### src/rtl/saida_display.sv
// saida_display: captures the display bus on OUT, converts it to BCD by double-dabble and drives 8 active-low 7-segment digits
// Ports:
//   clock      system clock shared with the core
//   reset_n    asynchronous active-low reset
//   valor      28-bit display bus from the core
//   OpOut      OUT strobe, one high cycle per OUT instruction
//   segmentos  8 digits x 7 segments (gfedcba, active-low), digit 0 on bits 6:0
//   ocupado    conversion or result load in progress
//   pronto     one-cycle pulse when segmentos updates
//   estouro    value exceeds 99_999_999 (only the low 8 digits are shown)
module saida_display #(
    parameter bit SUPRIME_ZEROS = 1'b1
) (
    input  logic        clock,
    input  logic        reset_n,
    input  logic [27:0] valor,
    input  logic        OpOut,
    output logic [55:0] segmentos,
    output logic        ocupado,
    output logic        pronto,
    output logic        estouro
);
    typedef enum logic [1:0] {OCIOSO, CONVERTE, ATUALIZA} estado_t;
    estado_t estado, estado_nxt;
    logic [27:0] bin, pend_val, carga;
    logic        pend_v, carrega;
    logic [35:0] bcd, bcd_adj;
    logic [4:0]  cnt;
    logic [31:0] disp;
    logic [7:0]  blank;

    function automatic logic [6:0] dec(input logic [3:0] n);
        case (n)
            4'd0:    dec = 7'b1000000;
            4'd1:    dec = 7'b1111001;
            4'd2:    dec = 7'b0100100;
            4'd3:    dec = 7'b0110000;
            4'd4:    dec = 7'b0011001;
            4'd5:    dec = 7'b0010010;
            4'd6:    dec = 7'b0000010;
            4'd7:    dec = 7'b1111000;
            4'd8:    dec = 7'b0000000;
            4'd9:    dec = 7'b0010000;
            default: dec = 7'b1111111;
        endcase
    endfunction

    always_comb begin
        estado_nxt = estado;
        carrega    = 1'b0;
        carga      = valor;
        case (estado)
            OCIOSO: begin
                carrega    = OpOut;
                estado_nxt = OpOut ? CONVERTE : OCIOSO;
            end
            CONVERTE: estado_nxt = (cnt == 5'd27) ? ATUALIZA : CONVERTE;
            default: begin
                // a fresh OUT in the update cycle supersedes the pending slot
                carrega    = OpOut || pend_v;
                carga      = OpOut ? valor : pend_val;
                estado_nxt = carrega ? CONVERTE : OCIOSO;
            end
        endcase
    end

    always_comb begin
        bcd_adj = bcd;
        for (int i = 0; i < 9; i++)
            bcd_adj[4*i +: 4] = (bcd[4*i +: 4] >= 4'd5) ? bcd[4*i +: 4] + 4'd3 : bcd[4*i +: 4];
    end

    always_ff @(posedge clock or negedge reset_n) begin
        if (!reset_n) begin
            estado   <= OCIOSO;
            bin      <= '0;
            bcd      <= '0;
            cnt      <= '0;
            pend_val <= '0;
            pend_v   <= 1'b0;
            disp     <= '0;
            estouro  <= 1'b0;
            pronto   <= 1'b0;
        end else begin
            estado <= estado_nxt;
            pronto <= (estado == ATUALIZA);
            if (carrega) begin
                bin <= carga;
                bcd <= '0;
                cnt <= '0;
            end else if (estado == CONVERTE) begin
                {bcd, bin} <= {bcd_adj, bin} << 1;
                cnt        <= cnt + 5'd1;
            end
            if (estado == ATUALIZA)
                pend_v <= 1'b0;
            else if (estado == CONVERTE && OpOut) begin
                pend_v   <= 1'b1;
                pend_val <= valor;
            end
            if (estado == ATUALIZA) begin
                disp    <= bcd[31:0];
                estouro <= |bcd[35:32];
            end
        end
    end

    assign ocupado = (estado != OCIOSO);

    for (genvar d = 0; d < 8; d++) begin : g_dig
        // blank when this digit and everything above it is zero
        assign blank[d] = SUPRIME_ZEROS && !estouro && d != 0 && (disp >> (4 * d)) == 32'd0;
        assign segmentos[7*d +: 7] = blank[d] ? 7'b1111111 : dec(disp[4*d +: 4]);
    end
endmodule
### config.mk
export PLATFORM = sky130hd
export DESIGN_NAME = saida_display
export DESIGN_NICKNAME = d
export VERILOG_FILES = /design/src/rtl/saida_display.sv
export SDC_FILE = /design/constraint.sdc
export NUM_CORES = 1
export LEC_CHECK = 0
export BUFFER_PORTS_ARGS = -buffer_cell sky130_fd_sc_hd__buf_2
export CORE_UTILIZATION = 64
export CTS_CLUSTER_DIAMETER = 200
export DETAILED_ROUTE_END_ITERATION = 10
export HOLD_SLACK_MARGIN = 0.15
export PLACE_DENSITY = 0.86
export SLEW_MARGIN = 25
export SYNTH_ARGS = -nofsm -noshare
export SYNTH_HDL_FRONTEND = slang
export SYNTH_SLANG_ARGS = --single-unit
### constraint.sdc
create_clock -name clock -period 5.2 [get_ports clock]
set_input_delay 0 -clock clock [delete_from_list [all_inputs] [get_ports clock]]
set_output_delay 0 -clock clock [all_outputs]
set_load 0.01 [all_outputs]
### Word-level counts from Yosys, hierarchy flattened

Memory sizes are Yosys's and may differ from the RTL's.
Index checks and enable logic that the tools add are counted.

| cells by class | value |
|---|---|
| $lt $le $gt $ge | 9 |
| muxes and demuxes | 31 |
| bitwise operators | 1 |
| reductions and logical operators | 24 |
| add/subtract/negate cells | 10 |
| equality and inequality tests | 3 |

Operators with widths:

| operator | count |
|---|---|
| logical NOT 32 bit | 7 |
| two-way mux 28 bit | 4 |
| two-way mux 36 bit | 2 |
| two-way mux 7 bit | 7 |
| greater-or-equal comparator 4 x 3 -> 1 bit, second input constant | 9 |
| adder 4 x 2 -> 4 bit, second input constant | 8 |
| two-way mux 4 bit | 8 |
| two-way mux 5 bit | 2 |
| logical AND 1 bit | 8 |
| nonzero test 2 bit | 3 |
| adder 5 x 1 -> 5 bit, second input constant | 1 |
| == test 5 bit, second input constant | 1 |
| two-way mux 1 bit | 4 |
| one-hot mux 2 bit (2 select lines) | 1 |
| OR reduction 4 bit | 1 |
| adder 3 x 2 -> 3 bit, second input constant | 1 |
| two-way mux 3 bit | 1 |
| == test 2 x 1 -> 1 bit, second input constant | 1 |
| == test 2 bit, second input constant | 1 |
| logical NOT 2 bit | 1 |
| two-way mux 2 bit | 1 |
| one-hot mux 1 bit (2 select lines) | 1 |
| AND reduction 2 bit | 1 |
| OR reduction 2 bit | 1 |
| other kinds (3) | 3 |

| storage, ports and cells | value |
|---|---|
| bits of input ports | 31 |
| bits in read-only memories | 896 |
| memories | 8 |
| word-level logic and storage cells | 95 |
| flip-flop bits (word level) | 134 |
| output and inout port bits | 59 |

Memories:

| memory | depth | width | rd ports | clocked after Yosys merged registers in | write ports | line | source |
|---|---|---|---|---|---|---|---|
| (no name shown) | 16 | 7 | 1 | 0 | 0 | 33 | `case (n)` |
| (no name shown) | 16 | 7 | 1 | 0 | 0 | 33 |  |
| (no name shown) | 16 | 7 | 1 | 0 | 0 | 33 |  |
| (no name shown) | 16 | 7 | 1 | 0 | 0 | 33 |  |
| (no name shown) | 16 | 7 | 1 | 0 | 0 | 33 |  |
| (no name shown) | 16 | 7 | 1 | 0 | 0 | 33 |  |
| 2 more memories | - | - | - | - | - | - |  |

### Depth between registers and ports, before layout

Gate-level depths: netlist of the first run.

| logic depth | value |
|---|---|
| word-level depth | 4 |
| depth in mapped cells | 7 |
| gate-level depth less buffers | 6 |

### Least setup slack after synthesis of the first run

OpenSTA, ideal clock, no wires.

| timing path | value |
|---|---|
| path kind | register to output |
| from | register disp[29] |
| to | output segmentos[9] |
| required time | 5.200 ns |
| stages on the path, launching flop included | 8 |
| setup slack | 2.975 ns |
| buffers on the path | 1 |
| arrival | 2.225 ns |
| cell sequence | dfrtp_1 -> inv_1 -> ha_1 -> or4b_4 -> buf_6 -> nor4_4 -> nand4_4 -> a211oi_1 |

| on the way | value |
|---|---|
| word-level cells in the longest chain between the ends | 3 |

Ends and longest elaborated chain:

| item | line | source |
|---|---|---|
| start, declared | 29 | `logic [31:0] disp;` |
| start signal, assigned | 102 | `disp <= bcd[31:0];` |
| logical NOT 32 bit | 112 | `assign blank[d] = SUPRIME_ZEROS && !estouro && d != 0 && (disp >> (4 * d)) == 32'd0;` |
| logical AND 1 bit | 112 |  |
| two-way mux 7 bit | 113 | `assign segmentos[7*d +: 7] = blank[d] ? 7'b1111111 : dec(disp[4*d +: 4]);` |
| end, declared | 18 | `output logic [55:0] segmentos,` |

No other way between the ends.

### Worst setup path after layout of the first run

| timing path | value |
|---|---|
| from | register disp[29] |
| to | output segmentos[7] |

The elaborated chain is that of the path after synthesis.

==> qor.yml, run 1 <==
clocking:
  clkTransAtPathRegs_ns: 0.06
  tritoncts: "done"
  post_cts_buffers: 0
  cts-root-buf: "clkbuf_16"
  htreeDepth: 4
  clockBufferDepth: 2
  cts.sinks: 134
  insertion_delay_ns: 0.42
  cts.repair.resized: 0
  cts_made_buffers: 17
  hold_buffers: 29
hold_path:
  hold_class: "in2reg"
routing:
  first_pass_iters: 8
  post_drt_via_cell_ratio: 6.14
  wl_um: 17500
  drc: 8
  drt_iter0_markers: 501
  wl_per_cell_um: 16.8
  vias: 6412
  drtAntennaViolNets: 0
die:
  die-area_um2: 12500
  io_pins: 90
  die_y_um: 112
  die_w_um: 112
  num_rows: 39
  core_area_um2: 11600
  start_util_pct: 66.5
synthesis:
  syn_inst: 795
  synthTopCellsByCount: "134 x dfrtp_1, 114 x nand2_1, 72 x o21ai_0, 62 x a21oi_1, 60 x ha_1"
  synth_edf_count: 0
  synthFlopType: "dfrtp_1"
  synth_area_leaders: "dfrtp_1 44%, ha_1 9.8%, mux2_2 5.9%, nand2_1 5.6%, o21ai_0 4.7%"
  syn-num-nets: 886
  seq_area_frac_synth_pct: 43.6
  async_flop_share_pct: 100
  synth.largest_area_cell: "dfrtp_1"
  synth-seq-cells: 134
  synth_top_area_share_pct: 43.6
  synth.distinct_cells: 46
  syn_avg_cell_area_um2: 9.67
  post-synth-top-count-cell: "dfrtp_1"
  syn-cell-area_um2: 7680
  ys_warn_count: 0
pwr:
  ir_drop_mv: 0.297
  p_per_area_nw_per_um2: 524
  leakagePower_uw: 0.00430
run_status:
  status: "finished, violations left"
  violations: "design-rule violations"
sta:
  timing.final.crit_share_pct: 58.0
  rsz0062_at_grt: "false"
  report.final.slew_viol_count: 0
  fin_worst_skew_ns: 0.00528
  fmax_mhz: 332
  fin_crit_ns: 3.02
  tns_ns: 0
  max_slew_margin_pct: 39.4
  tightestPinTransition_ns: 0.909
  setup_viol: 0
  hold_viol_final: 0
global_routing:
  antenna_found_initial: 0
  grt_pass1_vias: 6241
  grt_overflow: 0
  grt_pass1_wl_um: 29300
  gr-usage-met2_pct: 51.2
  grt_usage_pct: 29.3
  grt_max_degree: 72
  grt_busiest_layer: "met2"
  use_met3_pct: 4.08
  use_met1_pct: 36.5
critical_path:
  end_kind: "primary output"
  cp.arrival_ns: 3.02
  worst-setup-path-type: "reg2out"
  crit_path_max_fanout: 9
  cp-start-kind: "register"
  cp_cell_sequence: "inv_1 > ha_1 > or4b_4 > nor4_4 > nand3_2 > a211oi_2 > buf_2"
  critPathMaxStageDelay_ns: 0.60
  crit_family: "simple AND/OR/NAND/NOR gates"
  cp.required_ns: 5.20
  crit_buf_inv: 2
  critPathSlowestCell: "nor4_4"
finish:
  area_delta_synth_final_pct: 17.9
  utilization_pct: 78.3
  finalNetCount: 980
  layout-drive-gt1-share_pct: 21.3
  antennaDiodeCount: 0
place:
  gp_congestion: 0.921
  placement.io_buffers: 89
  hpwl_um: 10900
job:
  cap_violations: 0
==> cells in the final DEF (no fill, tap or decap), drive strengths merged, types with 29 or more instances in the layout <==
master       instances
dfrtp              134
buf                 94
dlygate4sd3         29
nor2                33
nand2              114
a21oi               62
mux2                40
o21ai               72
inv                 45
ha                  60
==> final timing paths <==
kind,startpoint,to,slack [ns],cells past startpoint
setup / recovery,disp[29],segmentos[7],2.18,7
hold / removal,OpOut,bin[15],0.23,5
setup reg to reg,estado[1],bin[17],3.02,5
hold reg to reg,bcd[9],disp[9],0.50,2
max in group asynchronous,reset_n,bin[17],3.59,3
min in group asynchronous,reset_n,pend_val[22],0.26,2
==> worst reg2reg max path: stages, from the launching register on <==
cell and delay (ns):
dfrtp_1 0.48, nor2b_4 0.17, buf_4 0.46, or2_2 0.54
a21oi_1 0.13, a221o_1 0.29
==> cell type report <==
type	instances	area (um2)
multi-input combinational	568	4000
sequential	134	3350
fill	686	2510
timing repair buffer	123	776
clock buffer	19	453
tap	143	179
inverter	45	169
clock inverter	13	131
==> sequential cells by signal, indices dropped and copies added (netlist names) <==
name / flops
bcd: 36
disp: 32
bin: 28
pend_val: 28
cnt: 5
estado: 2
estouro: 1
pend_v: 1
pronto: 1
==> cells by family after synthesis <==
group           count (synthesis)  share of synthesized area (%)
fa+ha+maj                      60                           9.77
xor+xnor                       19                           2.17
mux                            53                           7.55
compound gates                231                           19.7
flops                         134                           43.6
buf+inv                        93                           4.75
simple gates                  205                           12.4
==> report_power, final <==
group / leakage (uW) / total, uW / internal, uW / switching, uW
sequential: 0.00169 / 1700 / 1380 / 315
combinational: 0.00231 / 1880 / 880 / 1000
clock: 0.000288 / 1170 / 726 / 446
total: 0.00430 / 4750 / 2990 / 1760
==> through the flow <==
step	hold slack (ns)	instance area, um2	std cells	setup WS [ns]	total power (uW)
CTS	0.227	9050	1045	2.21	4730
finish	0.227	9060	1045	2.18	4750
global placement	0.164	8170	984	2.77	3370
floorplan	-0.296	7680	795	2.97	2990
detailed placement	0.178	8180	984	2.67	3500
global route	0.246	9060	1045	2.06	5030
==> layer usage <==
metal	share of wire (%)	up-vias
li1	-	2999
met1	42	3127
met2	52	246
met3	4.7	40
met4	2.1	0
met5	0	-
Power figures use the tool's default switching activity.
==> run 2: changes to the inputs <==
CORE_UTILIZATION = 53   (was 64)
PLACE_DENSITY = 0.76   (was 0.86)
clock period = 2.57 ns   (was 5.2 ns; I/O delays follow)
==> run 2 against run 1 <==
Compared with the run above: the flow finishes with violations (negative setup slack); cell count grew 5.7%; sequential share of layout area shrank 1.4 points; register-to-register slack lost 2.5 ns; critical path type unchanged; routed wire length shrank 5.8%; worst hold slack lost 0.072 ns; via count shrank 3.8%; first-iteration DRC count shrank 50%; worst setup slack lost 2.2 ns.
==> qor.yml, run 2 (synthesized netlist as in run 1, its figures left out) <==
run_status:
  status: "finished, violations left"
  violations: "negative setup slack"
global_routing:
  grt_pass1_vias: 5969  # -4.4%
  grt_overflow: 0  # unchanged
  grt_max_degree: 73  # +1.4%
  antenna_found_initial: 0  # unchanged
  grt_pass1_wl_um: 28200  # -3.9%
  grt_usage_pct: 23.8  # -5.5 points
critical_path:
  critPathMaxStageDelay_ns: 0.49  # -0.11 ns
  worst-setup-path-type: "reg2out"
  timing.rr.start: "estado[0]"
  crit_path_max_fanout: 6  # -3
  cp.arrival_ns: 2.58  # -0.44 ns
  ff2ff_setup_slack_ns: 0.55  # -2.47 ns
  cp_cell_sequence: "inv_2 > ha_4 > or4b_4 > nor4_4 > buf_6 > nand4_4 > a211oi_2 > buf_2"
  crit_buf_inv: 3  # +1
  critPathSlowestCell: "or4b_4"
  reg2reg_depth: 4  # -1
  crit_family: "simple AND/OR/NAND/NOR gates"
  cp.required_ns: 2.57  # -2.63 ns
  end_kind: "primary output"
  reg2reg_to: "pend_val[3]"
  cp-start-kind: "register"
routing:
  drtAntennaViolNets: 0  # unchanged
  vias: 6167  # -3.8%
  post_drt_via_cell_ratio: 5.58  # -9.0%
  drc: 0  # -8
  wl_um: 16500  # -5.8%
  first_pass_iters: 4  # -4
  wl_per_cell_um: 14.9  # -11%
  drt_iter0_markers: 249  # -50%
sta:
  setup_viol: 1  # +1
  tns_ns: -0.00858  # -0.00858 ns
  hold_ws_ns: 0.155  # -0.0721 ns
  timing.final.crit_share_pct: 100
  tightestPinTransition_ns: 0.652  # -0.258 ns
  fin_worst_skew_ns: 0.00784  # +0.00256 ns
  finalWorstSetupSlack_ns: -0.00858  # -2.19 ns
  fin_crit_ns: 2.58
  max_slew_margin_pct: 56.6  # +17 points
  report.final.slew_viol_count: 0  # unchanged
  rsz0062_at_grt: "true"
  fmax_mhz: 388
  hold_viol_final: 0  # unchanged
finish:
  antennaDiodeCount: 0  # unchanged
  finalNetCount: 1004  # +2.4%
  utilization_pct: 67.4  # -11 points
  largest-register: "bcd"
  final_cell_mix: "134 x dfrtp_1, 114 x nand2_1, 88 x buf_2"
  stdcell_area_um2: 9420  # +4.0%
  layout-drive-gt1-share_pct: 23.6  # +2.3 points
  top_regs: "bcd: 36 flops, disp: 32 flops"
  layout_commonest_cell: "dfrtp_1"
  nFillCells: 1109  # +62%
  area_delta_synth_final_pct: 22.6
  largest_reg_flops: 36  # unchanged
place:
  dpl-instance-area_um2: 8320  # +1.8%
  hpwl_um: 10400  # -4.4%
  gp_congestion: 0.817  # -11%
  placement.io_buffers: 89  # unchanged
die:
  num_rows: 43  # +10%
  die_w_um: 122  # +9.7%
  start_util_pct: 54.9  # -12 points
  io_pins: 90  # unchanged
  die_y_um: 122  # +9.7%
  core_area_um2: 14000  # +21%
  die-area_um2: 15000  # +20%
clocking:
  cts_made_buffers: 17  # unchanged
  cts.sinks: 134  # unchanged
  tritoncts: "done"
  clockBufferDepth: 2  # unchanged
  htreeDepth: 4  # unchanged
  clkTransAtPathRegs_ns: 0.06  # about the same
  insertion_delay_ns: 0.42  # about the same
  cts-root-buf: "clkbuf_16"
pwr:
  ir_drop_mv: 0.485  # +63%
  leakagePower_uw: 0.00446  # +3.8%
  p_per_area_nw_per_um2: 1050  # +100%
hold_path:
  hold_class: "in2async"
job:
  cap_violations: 0  # unchanged
[run 2: changes by cell type in the layout (fill, tap and decap cells not counted), moves of 3 or more]
cell	change
or3b_4	+3
dlygate4sd3_1	+4
bufinv_16	+4
or3b_2	-3
inv_2	+8
inv_1	-8
clkinv_4	-3
buf_4	+16
[run 2: worst reg2reg max path: cells and delay by family (launching register included)]
kind                   cells  cell delay (ns)
muxes                      1             0.31
and+or+nand+nor            2             0.60
DFF                        1             0.44
buffers and inverters      1             0.55
[run 2: final cells by class]
class / instances / area (um2) / share of cell area, %
Timing Repair Buffer: 147 / 998 / 10.6
Clock inverter: 10 / 200 / 2.12
Inverter: 45 / 169 / 1.79
Sequential cell: 134 / 3350 / 35.6
Tap cell: 180 / 225 / 2.39
Clock buffer: 21 / 460 / 4.89
Multi-Input combinational cell: 568 / 4020 / 42.6
[run 2: metrics by stage]
step / worst slack, ns / power, uW / std cells
after global routing: -0.127 / 10600 / 1105
after CTS: 0.00932 / 9950 / 1100
after detailed placement: 0.239 / 7060 / 1031
final: -0.00858 / 9920 / 1105
after global placement: 0.314 / 6950 / 1031
after floorplan: 0.345 / 6050 / 795
[run 2: what timing repair did]
item | in CTS | in global routing
pin swaps | 1 | 7
resized for setup | 12 | 7
endpoints found under the setup margin | 24 | 11
setup buffers | 5 | 5
endpoints found under the hold margin | 146 | 0
hold buffers | 33 | 0
[run 2: how the worst max path moves through the flow]
stage                     cells after the start             to     start  slack [ns]
after global placement                        8  segmentos[10]  disp[29]        0.31
after global routing                          8   segmentos[9]  disp[29]       -0.13
final                                         8   segmentos[9]  disp[29]      -0.009
after detailed placement                      8  segmentos[10]  disp[29]        0.24
after CTS                                     8  segmentos[10]  disp[16]       0.009
after floorplan                               7   segmentos[9]  disp[29]        0.34
[run 2: routing by layer]
layer	up-vias	share of wire, %	global-route usage (%)	wire [um]
met4	0	1.1	9.07	188
li1	3045	-	-	-
met2	116	49	39.4	8100
met3	15	3.5	4.65	578
met5	-	0	0	0
met1	2991	46	30.6	7650
[run 2: where the power goes]
part           switching, uW  total, uW  internal [uW]
registers                612       3400           2790
logic                   1930       3800           1870
clock network            865       2720           1860
